--- src/rtl/axi_multi_port_bridge_pkg.sv ---
// Shared AXI3 field widths, requester ID encodings and fixed transfer attributes.
// Pure declarations: no logic, no latency, no flow control.
package axi_multi_port_bridge_pkg;
    localparam int ADDR_W  = 32;
    localparam int DATA_W  = 32;
    localparam int STRB_W  = 4;
    localparam int ID_W    = 4;
    localparam int LEN_W   = 4;
    localparam int SIZE_W  = 3;
    localparam int BURST_W = 2;
    localparam int LOCK_W  = 2;
    localparam int CACHE_W = 4;
    localparam int PROT_W  = 3;
    localparam int RESP_W  = 2;

    localparam logic [ID_W-1:0]    ID_IFU     = 4'd0;
    localparam logic [ID_W-1:0]    ID_LSU     = 4'd1;
    localparam logic [SIZE_W-1:0]  SIZE_WORD  = 3'd2;
    localparam logic [BURST_W-1:0] BURST_INCR = 2'b01;

    typedef enum logic {AR_IDLE, AR_HOLD} ar_state_t;

    typedef struct packed {
        logic [ADDR_W-1:0] addr;
        logic [LEN_W-1:0]  len;
        logic [ID_W-1:0]   id;
    } ar_cmd_t;

    typedef struct packed {
        logic [ADDR_W-1:0] addr;
        logic [DATA_W-1:0] data;
        logic [STRB_W-1:0] strb;
    } wr_cmd_t;
endpackage

--- src/rtl/axi_multi_port_bridge_rr_arbiter.sv ---
// Round-robin arbiter: combinational one-hot grant from the current pointer; pointer moves
// to winner+1 only when the caller reports the grant was consumed (advance).
module rr_arbiter #(
    parameter int N = 2
) (
    input  logic         clk,
    input  logic         rst,
    input  logic [N-1:0] req,
    input  logic         advance,
    output logic [N-1:0] gnt
);
    localparam int PW = (N > 1) ? $clog2(N) : 1;

    logic [PW-1:0] ptr;
    logic [PW-1:0] win;
    logic [PW-1:0] sel;
    logic          found;
    int            idx;

    always_comb begin
        gnt   = '0;
        win   = ptr;
        sel   = '0;
        found = 1'b0;
        idx   = 0;
        for (int k = 0; k < N; k++) begin
            idx = int'(ptr) + k;
            if (idx >= N) idx = idx - N;
            sel = PW'(idx);
            if (!found && req[sel]) begin
                gnt[sel] = 1'b1;
                win      = sel;
                found    = 1'b1;
            end
        end
    end

    always_ff @(posedge clk or posedge rst) begin
        if (rst) begin
            ptr <= '0;
        end else if (advance && found) begin
            ptr <= (int'(win) == N - 1) ? '0 : win + 1'b1;
        end
    end
endmodule

--- src/rtl/axi_multi_port_bridge.sv ---
// Bridges NPORT read requesters and one single-beat writer onto an AXI3 master; AR is
// granted combinationally (0 cycles) and held on ~arready, responses routed by ID with 0 latency.
module axi_multi_port_bridge
    import axi_multi_port_bridge_pkg::*;
#(
    parameter int NPORT     = 2,
    parameter int MAX_OUTST = 4,
    parameter int MAX_LEN   = 4
) (
    input  logic                  aclk,
    input  logic                  areset,
    input  logic [NPORT-1:0]      rd_req,
    input  logic [NPORT*32-1:0]   rd_addr,
    input  logic [NPORT*4-1:0]    rd_len,
    output logic [NPORT-1:0]      rd_addr_ok,
    output logic [31:0]           rd_data,
    output logic [NPORT-1:0]      rd_valid,
    output logic [NPORT-1:0]      rd_last,
    output logic [NPORT-1:0]      rd_err,
    input  logic                  wr_req,
    input  logic [31:0]           wr_addr,
    input  logic [31:0]           wr_data,
    input  logic [3:0]            wr_strb,
    output logic                  wr_addr_ok,
    output logic                  wr_ok,
    output logic                  wr_err,
    output logic                  err_unexp,
    output logic [ID_W-1:0]       arid,
    output logic [ADDR_W-1:0]     araddr,
    output logic [LEN_W-1:0]      arlen,
    output logic [SIZE_W-1:0]     arsize,
    output logic [BURST_W-1:0]    arburst,
    output logic [LOCK_W-1:0]     arlock,
    output logic [CACHE_W-1:0]    arcache,
    output logic [PROT_W-1:0]     arprot,
    output logic                  arvalid,
    input  logic                  arready,
    input  logic [ID_W-1:0]       rid,
    input  logic [DATA_W-1:0]     rdata,
    input  logic [RESP_W-1:0]     rresp,
    input  logic                  rlast,
    input  logic                  rvalid,
    output logic                  rready,
    output logic [ID_W-1:0]       awid,
    output logic [ADDR_W-1:0]     awaddr,
    output logic [LEN_W-1:0]      awlen,
    output logic [SIZE_W-1:0]     awsize,
    output logic [BURST_W-1:0]    awburst,
    output logic [LOCK_W-1:0]     awlock,
    output logic [CACHE_W-1:0]    awcache,
    output logic [PROT_W-1:0]     awprot,
    output logic                  awvalid,
    input  logic                  awready,
    output logic [ID_W-1:0]       wid,
    output logic [DATA_W-1:0]     wdata,
    output logic [STRB_W-1:0]     wstrb,
    output logic                  wlast,
    output logic                  wvalid,
    input  logic                  wready,
    input  logic [ID_W-1:0]       bid,
    input  logic [RESP_W-1:0]     bresp,
    input  logic                  bvalid,
    output logic                  bready
);
    localparam int PW = (NPORT > 1) ? $clog2(NPORT) : 1;
    localparam int CW = $clog2(MAX_OUTST) + 1;

    ar_state_t      state, state_n;
    ar_cmd_t        hold_cmd, ar_cmd;
    logic [PW-1:0]  hold_port, ar_port;
    logic [31:0]    rd_addr_a [NPORT];
    logic [3:0]     rd_len_a  [NPORT];
    logic [CW-1:0]  rd_cnt    [NPORT];
    logic [NPORT-1:0] elig, arb_req, gnt, rd_inc, rd_dec;
    logic           ar_hs;

    logic [PW-1:0]  rid_idx;
    logic           rid_ok, r_hit;

    wr_cmd_t        wr_q;
    logic           aw_pend, w_pend, wr_start;
    logic [CW-1:0]  wr_cnt;
    logic           b_hit;

    assign rready  = 1'b1;
    assign bready  = 1'b1;
    assign arsize  = SIZE_WORD;
    assign arburst = BURST_INCR;
    assign arlock  = '0;
    assign arcache = '0;
    assign arprot  = '0;
    assign awid    = ID_LSU;
    assign wid     = ID_LSU;
    assign awlen   = '0;
    assign awsize  = SIZE_WORD;
    assign awburst = BURST_INCR;
    assign awlock  = '0;
    assign awcache = '0;
    assign awprot  = '0;
    assign wlast   = 1'b1;

    always_comb begin
        for (int p = 0; p < NPORT; p++) begin
            rd_addr_a[p] = rd_addr[p*32 +: 32];
            rd_len_a[p]  = rd_len[p*4 +: 4];
            elig[p]      = rd_req[p] && (rd_cnt[p] < CW'(MAX_OUTST));
        end
    end

    // While holding, present only the held port so the arbiter advances past the right winner.
    assign arb_req = (state == AR_HOLD) ? (NPORT'(1) << hold_port) : elig;

    rr_arbiter #(.N(NPORT)) u_arb (
        .clk     (aclk),
        .rst     (areset),
        .req     (arb_req),
        .advance (ar_hs),
        .gnt     (gnt)
    );

    always_comb begin
        ar_port = '0;
        for (int p = 0; p < NPORT; p++) begin
            if (gnt[p]) ar_port = PW'(p);
        end
        ar_cmd.addr = rd_addr_a[ar_port];
        ar_cmd.len  = rd_len_a[ar_port];
        ar_cmd.id   = ID_W'(ar_port);
        if (state == AR_HOLD) ar_cmd = hold_cmd;
        arvalid    = !areset && (|gnt);
        ar_hs      = arvalid && arready;
        rd_addr_ok = ar_hs ? gnt : '0;
        state_n    = state;
        case (state)
            AR_IDLE: if (arvalid && !arready) state_n = AR_HOLD;
            AR_HOLD: if (arready)             state_n = AR_IDLE;
            default:                          state_n = AR_IDLE;
        endcase
    end

    assign arid   = ar_cmd.id;
    assign araddr = ar_cmd.addr;
    assign arlen  = ar_cmd.len;

    always_ff @(posedge aclk or posedge areset) begin
        if (areset) begin
            state     <= AR_IDLE;
            hold_cmd  <= '0;
            hold_port <= '0;
        end else begin
            state <= state_n;
            if (state == AR_IDLE && arvalid) begin
                hold_cmd  <= ar_cmd;
                hold_port <= ar_port;
            end
        end
    end

    // A beat is only delivered when its ID names a port that actually has reads in flight.
    always_comb begin
        rid_idx  = rid[PW-1:0];
        rid_ok   = int'(rid) < NPORT;
        r_hit    = !areset && rvalid && rid_ok && (rd_cnt[rid_idx] != '0);
        rd_data  = rdata;
        rd_valid = r_hit ? (NPORT'(1) << rid_idx) : '0;
        rd_last  = (r_hit && rlast) ? (NPORT'(1) << rid_idx) : '0;
        rd_err   = (r_hit && (|rresp)) ? (NPORT'(1) << rid_idx) : '0;
        for (int p = 0; p < NPORT; p++) begin
            rd_inc[p] = ar_hs && (ar_port == PW'(p));
            rd_dec[p] = r_hit && rlast && (rid_idx == PW'(p));
        end
    end

    always_ff @(posedge aclk or posedge areset) begin
        if (areset) begin
            for (int p = 0; p < NPORT; p++) rd_cnt[p] <= '0;
            err_unexp <= 1'b0;
        end else begin
            for (int p = 0; p < NPORT; p++) begin
                rd_cnt[p] <= rd_cnt[p] + CW'(rd_inc[p]) - CW'(rd_dec[p]);
            end
            if (rvalid && !r_hit) err_unexp <= 1'b1;
        end
    end

    // AW and W launch together from wr_req and then complete independently.
    always_comb begin
        wr_start   = !areset && wr_req && !aw_pend && !w_pend && (wr_cnt < CW'(MAX_OUTST));
        awvalid    = aw_pend || wr_start;
        wvalid     = w_pend || wr_start;
        awaddr     = aw_pend ? wr_q.addr : wr_addr;
        wdata      = w_pend  ? wr_q.data : wr_data;
        wstrb      = w_pend  ? wr_q.strb : wr_strb;
        wr_addr_ok = (wr_start || aw_pend || w_pend)
                     && !(awvalid && !awready) && !(wvalid && !wready);
        b_hit      = !areset && bvalid && (bid == ID_LSU);
        wr_ok      = b_hit;
        wr_err     = b_hit && (|bresp);
    end

    always_ff @(posedge aclk or posedge areset) begin
        if (areset) begin
            aw_pend <= 1'b0;
            w_pend  <= 1'b0;
            wr_q    <= '0;
            wr_cnt  <= '0;
        end else begin
            aw_pend <= awvalid && !awready;
            w_pend  <= wvalid && !wready;
            if (wr_start) begin
                wr_q.addr <= wr_addr;
                wr_q.data <= wr_data;
                wr_q.strb <= wr_strb;
            end
            wr_cnt <= wr_cnt + CW'(wr_addr_ok) - CW'(b_hit && (wr_cnt != '0));
        end
    end

    for (genvar g = 0; g < NPORT; g++) begin : g_len_chk
        a_len: assert property (@(posedge aclk) disable iff (areset)
            rd_req[g] |-> (int'(rd_len_a[g]) < MAX_LEN));
    end
    a_ifu_id: assert property (@(posedge aclk) disable iff (areset)
        rd_addr_ok[0] |-> (arid == ID_IFU));
endmodule

--- config.mk ---
export PLATFORM = sky130hd
export DESIGN_NAME = axi_multi_port_bridge
export DESIGN_NICKNAME = d
export VERILOG_FILES = /design/src/rtl/axi_multi_port_bridge_pkg.sv /design/src/rtl/axi_multi_port_bridge_rr_arbiter.sv /design/src/rtl/axi_multi_port_bridge.sv
export SDC_FILE = /design/constraint.sdc
export NUM_CORES = 1
export LEC_CHECK = 0
export ABC_AREA = 1
export CORE_AREA = 2 2 155 157
export DETAILED_ROUTE_END_ITERATION = 16
export DIE_AREA = 0 0 157 159
export PLACE_DENSITY = 0.76
export SYNTH_ARGS = -nofsm -noshare
export SYNTH_HDL_FRONTEND = slang
export SYNTH_SLANG_ARGS = --single-unit
--- constraint.sdc ---
create_clock -name aclk -period 7.6 [get_ports aclk]
set_input_delay 1.9 -clock aclk [delete_from_list [all_inputs] [get_ports aclk]]
set_output_delay 1.9 -clock aclk [all_outputs]
set_load 0.005 [all_outputs]
---- Word-level counts from Yosys, hierarchy flattened ----
Index checks and enable logic that the tools add are counted.
storage, ports and cells
  bits in registers ....................... 123
cells by class
  eq/ne operators ......................... 1
  add/subtract/negate cells ............... 10
  reductions and logical operators ........ 50
  $lt $le $gt $ge ......................... 12
  muxes and demuxes ....................... 39
  shift operators ......................... 2
  bitwise logic cells ..................... 6
operator list
  operator               count
  $mux W32               5
  $mux W40               1
  $logic_and A1 B1 Y1    32
  $mux W1                16
  $mux W4                4
  $mux W2                7
  $logic_not A1 Y1       10
  $add A3 B1 Y3          3
  $lt A3 B3 Y1 const B   3
  $mux W3                3
  $sub A3 B1 Y3          3
  $ge A2 B2 Y1 const B   3
  $reduce_bool A3 Y1     2
  $reduce_or A2 Y1       3
  $eq A4 B1 Y1 const B   1
  $lt A1 B2 Y1 const B   2
  $lt A4 B2 Y1 const B   1
  $not A1 Y2             2
  $shl A1 B1 Y2 const A  2
  $logic_or A1 B1 Y1     3
  $not A1 Y1             3
  $add A1 B1 Y2 const B  1
  $demux W1 S1           2
  $ge A1 B1 Y1 const B   2
  other kinds (5)        6

---- Longest topological paths before layout ----
Gate-level depths: netlist (run 1).
  word-level depth ........................ 15
  mapped depth ............................ 17
  mapped depth without buffers ............ 15

---- Modules after synthesis ----
From an unflattened synthesis (run 1), not the netlist that was laid out.
second synthesis, totals
  cell total of the unflattened synthesis .. 974
  area total of the unflattened synthesis .. 7511.0 sq um
by module, submodules not included
  module                 cells an instance  instances  area an instance (sq um)
  axi_multi_port_bridge  965                1          7447.1
  rr_arbiter             9                  1          63.8

---- Least setup slack after synthesis (run 1) ----
No wires, ideal clock.
  path type ............................... in2out
  start ................................... input areset
  end ..................................... output wr_addr_ok
  required time ........................... 5.700 ns
  slack ................................... -0.085 ns
  arrival ................................. 5.785 ns
  buffers on the path ..................... 1
  stages .................................. 4
  cells stage by stage .................... inv_1 > nand4_1 > buf_2 > a211oi_1
on the way
  cells in the longest elaborated chain, start to end .. 10
RTL lines
  element                              RTL line                                                    source
  start: declaration                   axi_multi_port_bridge.sv:11                                 input logic areset,
  $logic_not A1 Y1 (no source line) *  --
  $logic_and A1 B1 Y1 * (4 in series)  axi_multi_port_bridge.sv:188                                wr_start = !areset && wr_req && !aw_pend && !w_pend && (wr_cnt < CW'(MAX_OUTST));
  $logic_or A1 B1 Y1                   axi_multi_port_bridge.sv:189, axi_multi_port_bridge.sv:194
  $logic_and A1 B1 Y1                  axi_multi_port_bridge.sv:195                                && !(awvalid && !awready) && !(wvalid && !wready);
  $logic_not A1 Y1                     axi_multi_port_bridge.sv:195
  $logic_and A1 B1 Y1                  axi_multi_port_bridge.sv:195
  $logic_and A1 B1 Y1 *                axi_multi_port_bridge.sv:195
  end: declaration                     axi_multi_port_bridge.sv:24                                 output logic wr_addr_ok,
Mark *: on every way between the ends. The rest lies on a longest branch, timed or not.

---- Final worst setup path (run 1) ----
  start ................................... input areset
  end ..................................... output wvalid
on the way
  cells in the longest elaborated chain, start to end .. 6
RTL lines
  element                            RTL line                      source
  $logic_not A1 Y1 (no source line)  --
  $logic_and A1 B1 Y1 (4 in series)  axi_multi_port_bridge.sv:188
  $logic_or A1 B1 Y1                 axi_multi_port_bridge.sv:190  wvalid = w_pend || wr_start;
  end: declaration                   axi_multi_port_bridge.sv:58   output logic wvalid,
No other way between the ends.

==> metrics.txt, run 1 <==
part of the Yosys area used for sequential elements=42.0%; Hold Path Depth=2; power after layout=between 3 and 4 mW; Ports=~400; cts hold-fix bufs=0; final hold vios=0; Clock Root Buffer=clkbuf_16; FF/Latch Area=roughly 0.0031 mm²; std cell rows=56; vias in the first global route=between 6000 and 7000; area occupied by multi-input gates=~0.003 mm²; Slew @ Worst Pin=about 1100 ps; initial core utilization=31.6%; #FFs+latches synth=around 120; Die H=~160 µm; endpoint required time on the critical path=around 5700 ps; Final min period=6200 ps; CTS H-tree lvls=4; routed vias=around 6700; pins over their slew limit=0; clock sinks=123; Max Clock Skew=7.27 ps; Distinct cells, synth=31; drt drc=0; die span in x=between 150 and 200 µm; final period utilization=81.5%; RSZ-0062 raised after global routing=false; critical path type=primary input to output port; Final Setup Violations=0; reg2reg start=state; pwr/cell area=around 300 mW/mm²; Post-CTS Setup Bufs=0; post-CTS sizing=0; TritonCTS clock tree=yes; TNS Setup=0 ps; relative slew slack=between 20% and 30%; YS warnings=0; CTS Buf Count=17; worst min-delay path startpoint=hold_cmd[0]; leakage=~5.0 nW; FF-to-FF path depth=12; most frequent cells in the layout=nand2_1 (296), clkdlybuf4s50_1 (285), o21ai_0 (160); most common cell after layout, fill and taps aside=nand2_1; worst skew pair latency=410 ps; Reg2Reg Setup Slack=about 4600 ps; Hold Path Class=flop to flop; clk buf depth=2; Hold Path Sink=hold_cmd[0]; Final GP Congestion=between 0.7 and 0.8; largest net degree at the start of global routing=77; CP Launch Type=primary input; DR WL/cell=about 13 µm; worst path arrival time=roughly 4300 ps; die area=around 0.025 mm²; first-pass GRT wire length=30600 µm; # nets final=between 1000 and 1500; maximum vdd drop=0.172 mV; final WL=19700 µm; Total GRT Usage=15.5%; DRT iter0 DRCs=between 300 and 400; RR Endpoint=rd_cnt[5]; Mapped Area=0.00733 mm²; critical path capture point type=output port; Cells after Synth=1010; Crit Path Max Fanout=76; synth-to-layout area growth=44.3%; Fill cells=2307; Syn Area/Cell=7.25 µm²; share of post-route cells with drive strength above 1=6.02%; antenna violations before repair=0; Pre-Repair DR Iteration Count=5; Max Cap Viol=0; post-DP HPWL=roughly 15000 µm; Port Buf Inserts=285; outcome=completed; total core area=~0.023 mm²; Routed Antenna Nets=0; Vias/cell=approximately 4.3; Reg clk slew, reported paths=~60 ps; gr ovfl total=0; Max Freq=approximately 0.16 GHz; ant diodes=0
metal layers:
metal,vias up,wire [µm],track usage (%),part of all wire [%]
li1,3441,-,-,-
met1,2951,8050,17.4,41
met2,274,9400,26.9,48
met3,22,1940,5.91,9.9
met4,0,335,5.09,1.7
met5,-,0,0,0
flip-flops by register name, indices dropped and copies added, names as in the netlist:
register and cells:
aw_pend 1, err_unexp 1, hold_cmd 40, hold_port 1, rd_cnt 6, state 1
u_arb.ptr 1, w_pend 1, wr_cnt 3, wr_q 68
metrics by stage:
step	setup slack (ps)	cells	hold WS, ps	utilization [%]	instance area (µm²)
floorplan	792	1051	436	-	7480
global placement	1330	1533	450	43.0	9970
detailed placement	1300	1533	462	43.0	9970
CTS	1280	1565	474	45.6	10600
global route	1080	1565	488	45.6	10600
finish	1400	1565	473	45.6	10600
kinds of logic after synthesis:
logic type,after synthesis,synth area share (%)
DFF,123,42.0
xor gates and xnor gates,6,0.717
adders and majority gates,9,1.84
buffers and inverters,288,19.7
and+or+nand+nor,358,19.5
other,2,0.103
AOI/OAI and AO/OA,224,16.2
layout make-up:
cell class                      instances  share of cell area (%)
Clock buffer                           17                    4.02
Clock inverter                         15                    1.64
Inverter                              158                    5.67
Multi-Input combinational cell        640                    28.1
Sequential cell                       123                    29.1
Tap cell                              319                    3.77
Timing Repair Buffer                  293                    27.7
Yosys cell counts, drive strengths merged:
master,number,area [µm²]
xor2,3,26.3
clkbuf,33,125
a211oi,1,7.51
o31ai,1,7.51
buf,97,719
xnor2,3,26.3
o21bai,1,7.51
conb,2,7.51
a31oi,10,62.6
or2,16,100
o21ai,204,1070
dfrtp,123,3080
a21oi,7,35.0
ha,6,75.1
nor3,1,5.00
nand2,296,1110
nand3b,1,7.51
nand4,1,6.26
nand3,22,110
inv,158,596
fa,3,60.1
nor2,21,86.3
report_power, final:
group / switching [mW] / internal, mW
combinational: 0.596 / 0.644
clock: 0.336 / 0.496
sequential: 0.179 / 0.953
total: 1.11 / 2.09
worst max-delay path by stage:
stage | slack [ps] | to | start | depth (start not counted)
after floorplan | 790 | wr_addr_ok | areset | 5
after global placement | 1330 | wvalid | areset | 6
after detailed placement | 1300 | wvalid | areset | 6
after CTS | 1280 | wvalid | areset | 6
after global routing | 1080 | wvalid | areset | 6
final | 1400 | wvalid | areset | 6
critical path: stages:
cell,delay (ps)
clkdlybuf4s50_1,520
clkinvlp_4,380
nand4_1,340
buf_4,540
nand2_1,120
clkdlybuf4s50_1,470
Note: power is estimated with default switching activity, not from simulation.
==> run 2: changes to the inputs <==
clock period = 5 ns   (was 7.6 ns; I/O delays follow)
==> run 2 against run 1 <==
Clock skew increased by 4.7 ps; register-to-register slack lost 2700 ps; combinational power increased by 58%; cell count rose by 0.51%; worst setup slack worse by 890 ps; first-iteration DRC count down 19%; core utilization increased by 0.23 points; largest power group unchanged; largest cell class unchanged; global-route usage rose by 0.95 points; non-clock buffer count increased by 8.
==> metrics.txt, run 2 (same netlist as run 1, synthesis figures left out) <==
critical path depth=9; total net switching power=roughly 1.7 mW; Largest regs=wr_q (68), hold_cmd (40), rd_cnt (6); Crit Path Max Fanout=19; die area=between 0.02 and 0.025 mm²; leakage=roughly 5.1 nW; Max Cap Viol=0; worst skew pair latency=between 400 and 500 ps; routed vias=about 6800; Comb power frac=~40%; final period utilization=89.8%; Max Clock Skew=between 10 and 15 ps; Worst Setup EP=araddr[30]; reg2reg start=state; Ports=393; synth-to-layout area growth=45.1%; RR Endpoint=rd_cnt[2]; Die H=roughly 160 µm; outcome=completed; Crit path max-delay family=buffers and inverters; Top reg by flops=wr_q; critical path capture point type=output port; FF-to-FF path depth=14; vias in the first global route=about 6500; TritonCTS clock tree=yes; maximum vdd drop=0.234 mV; cts hold-fix bufs=0; Pint=between 3 and 4 mW; worst path arrival time=roughly 3200 ps; switching part of the total=roughly a third; RSZ-0062 raised after global routing=false; Reg2Reg Setup Slack=roughly 1800 ps; Setup crit start=rd_req[0]; relative slew slack=about two fifths; Reg clk slew, reported paths=roughly 60 ps; Vias/cell=4.31; final hold vios=0; die span in x=157 µm; first-pass GRT wire length=roughly 33000 µm; Clk pwr share=24.8%; DR WL/cell=approximately 13 µm; initial core utilization=a little under a third; CTS H-tree lvls=4; DRT iter0 DRCs=between 200 and 300; power after layout=4.86 mW; Hold Path Class=flop to flop; pins over their slew limit=0; endpoint required time on the critical path=around 3800 ps; Max Freq=around 0.22 GHz; Port Buf Inserts=around 290; total core area=between 0.02 and 0.025 mm²; ant diodes=0; Pre-Repair DR Iteration Count=4; Fill cells=~2300; Final min period=between 4000 and 5000 ps; Total GRT Usage=between 10% and 20%; antenna violations before repair=1; Slew @ Worst Pin=~890 ps; most common cell after layout, fill and taps aside=nand2_1; utilization after layout=45.8%; Routed Antenna Nets=0; Clock Root Buffer=clkbuf_16; Max stage delay on crit path=540 ps; gr ovfl total=0; Fin Hold WS=around 470 ps; max reg flops=68; most frequent cells in the layout=nand2_1 (295), clkdlybuf4s50_1 (285), o21ai_0 (160); CP Launch Type=primary input; post-DP HPWL=between 15000 and 20000 µm; share of post-route cells with drive strength above 1=under 10%; clk buf depth=2; clock sinks=between 100 and 150; CP Buf/Inv Count=3; CP Cell Sequence=clkdlybuf4s50_1 -> nand2_1 -> nand2_1 -> nand2_1 -> o21ai_4 -> buf_4 -> o21ai_2 -> o21ai_1 -> clkdlybuf4s50_1; Reg power frac=around a third; std cell rows=56; post-CTS sizing=0; Final Setup Violations=0; drt drc=0; Post-CTS Setup Bufs=0; Hold Path Depth=1; final WL=~21000 µm; # nets final=roughly 1400; Slowest cell on crit path=clkdlybuf4s50_1; largest net degree at the start of global routing=107; CTS Buf Count=17; pwr/cell area=458 mW/mm²; Final GP Congestion=between 0.7 and 0.8; most frequent CP cell=nand2_1; critical path type=primary input to output port
-- run 2: area by class of cell --
| type | count | area [µm²] | area share, % |
|---|---|---|---|
| sequential | 123 | 3080 | 29.0 |
| multi-input combinational | 640 | 2990 | 28.1 |
| timing repair buffer | 301 | 2990 | 28.1 |
| inverter | 158 | 599 | 5.64 |
| clock buffer | 19 | 443 | 4.17 |
| tap | 319 | 399 | 3.76 |
| clock inverter | 13 | 133 | 1.25 |
-- run 2: stage by stage --
stage | instances | worst slack, ps | TNS (ps) | area, µm²
final | 1573 | 508 | 0 | 10600
after CTS | 1573 | 449 | 0 | 10600
after global routing | 1573 | 381 | 0 | 10600
after global placement | 1541 | 453 | 0 | 10100
after floorplan | 1051 | -394 | -1010 | 7510
after detailed placement | 1541 | 462 | 0 | 10100
-- run 2: power groups by stage --
stage	registers, mW	clock network (mW)	logic, mW
after floorplan	1.64	0	1.21
after global placement	1.69	0	1.93
after detailed placement	1.71	0	1.99
after CTS	1.70	1.25	1.99
after global routing	1.76	1.28	2.23
final	1.70	1.20	1.96
-- run 2: metal layers --
| metal | global-route usage, % | up-vias | share of wire [%] |
|---|---|---|---|
| li1 | - | 3460 | - |
| met1 | 17.9 | 3016 | 40 |
| met4 | 5.34 | 2 | 1.4 |
| met5 | 0 | - | 0.058 |
| met3 | 6.21 | 22 | 9.8 |
| met2 | 29.3 | 272 | 49 |
-- run 2: worst min path at each step --
stage | start | endpoint
3_5_place_dp | hold_cmd[1] | hold_cmd[1]
3_3_place_gp | hold_cmd[3] | hold_cmd[3]
4_1_cts | rd_cnt[5] | rd_cnt[5]
6_report | wr_cnt[2] | wr_cnt[2]
2_1_floorplan | hold_cmd[1] | hold_cmd[1]
5_1_grt | wr_cnt[2] | wr_cnt[2]
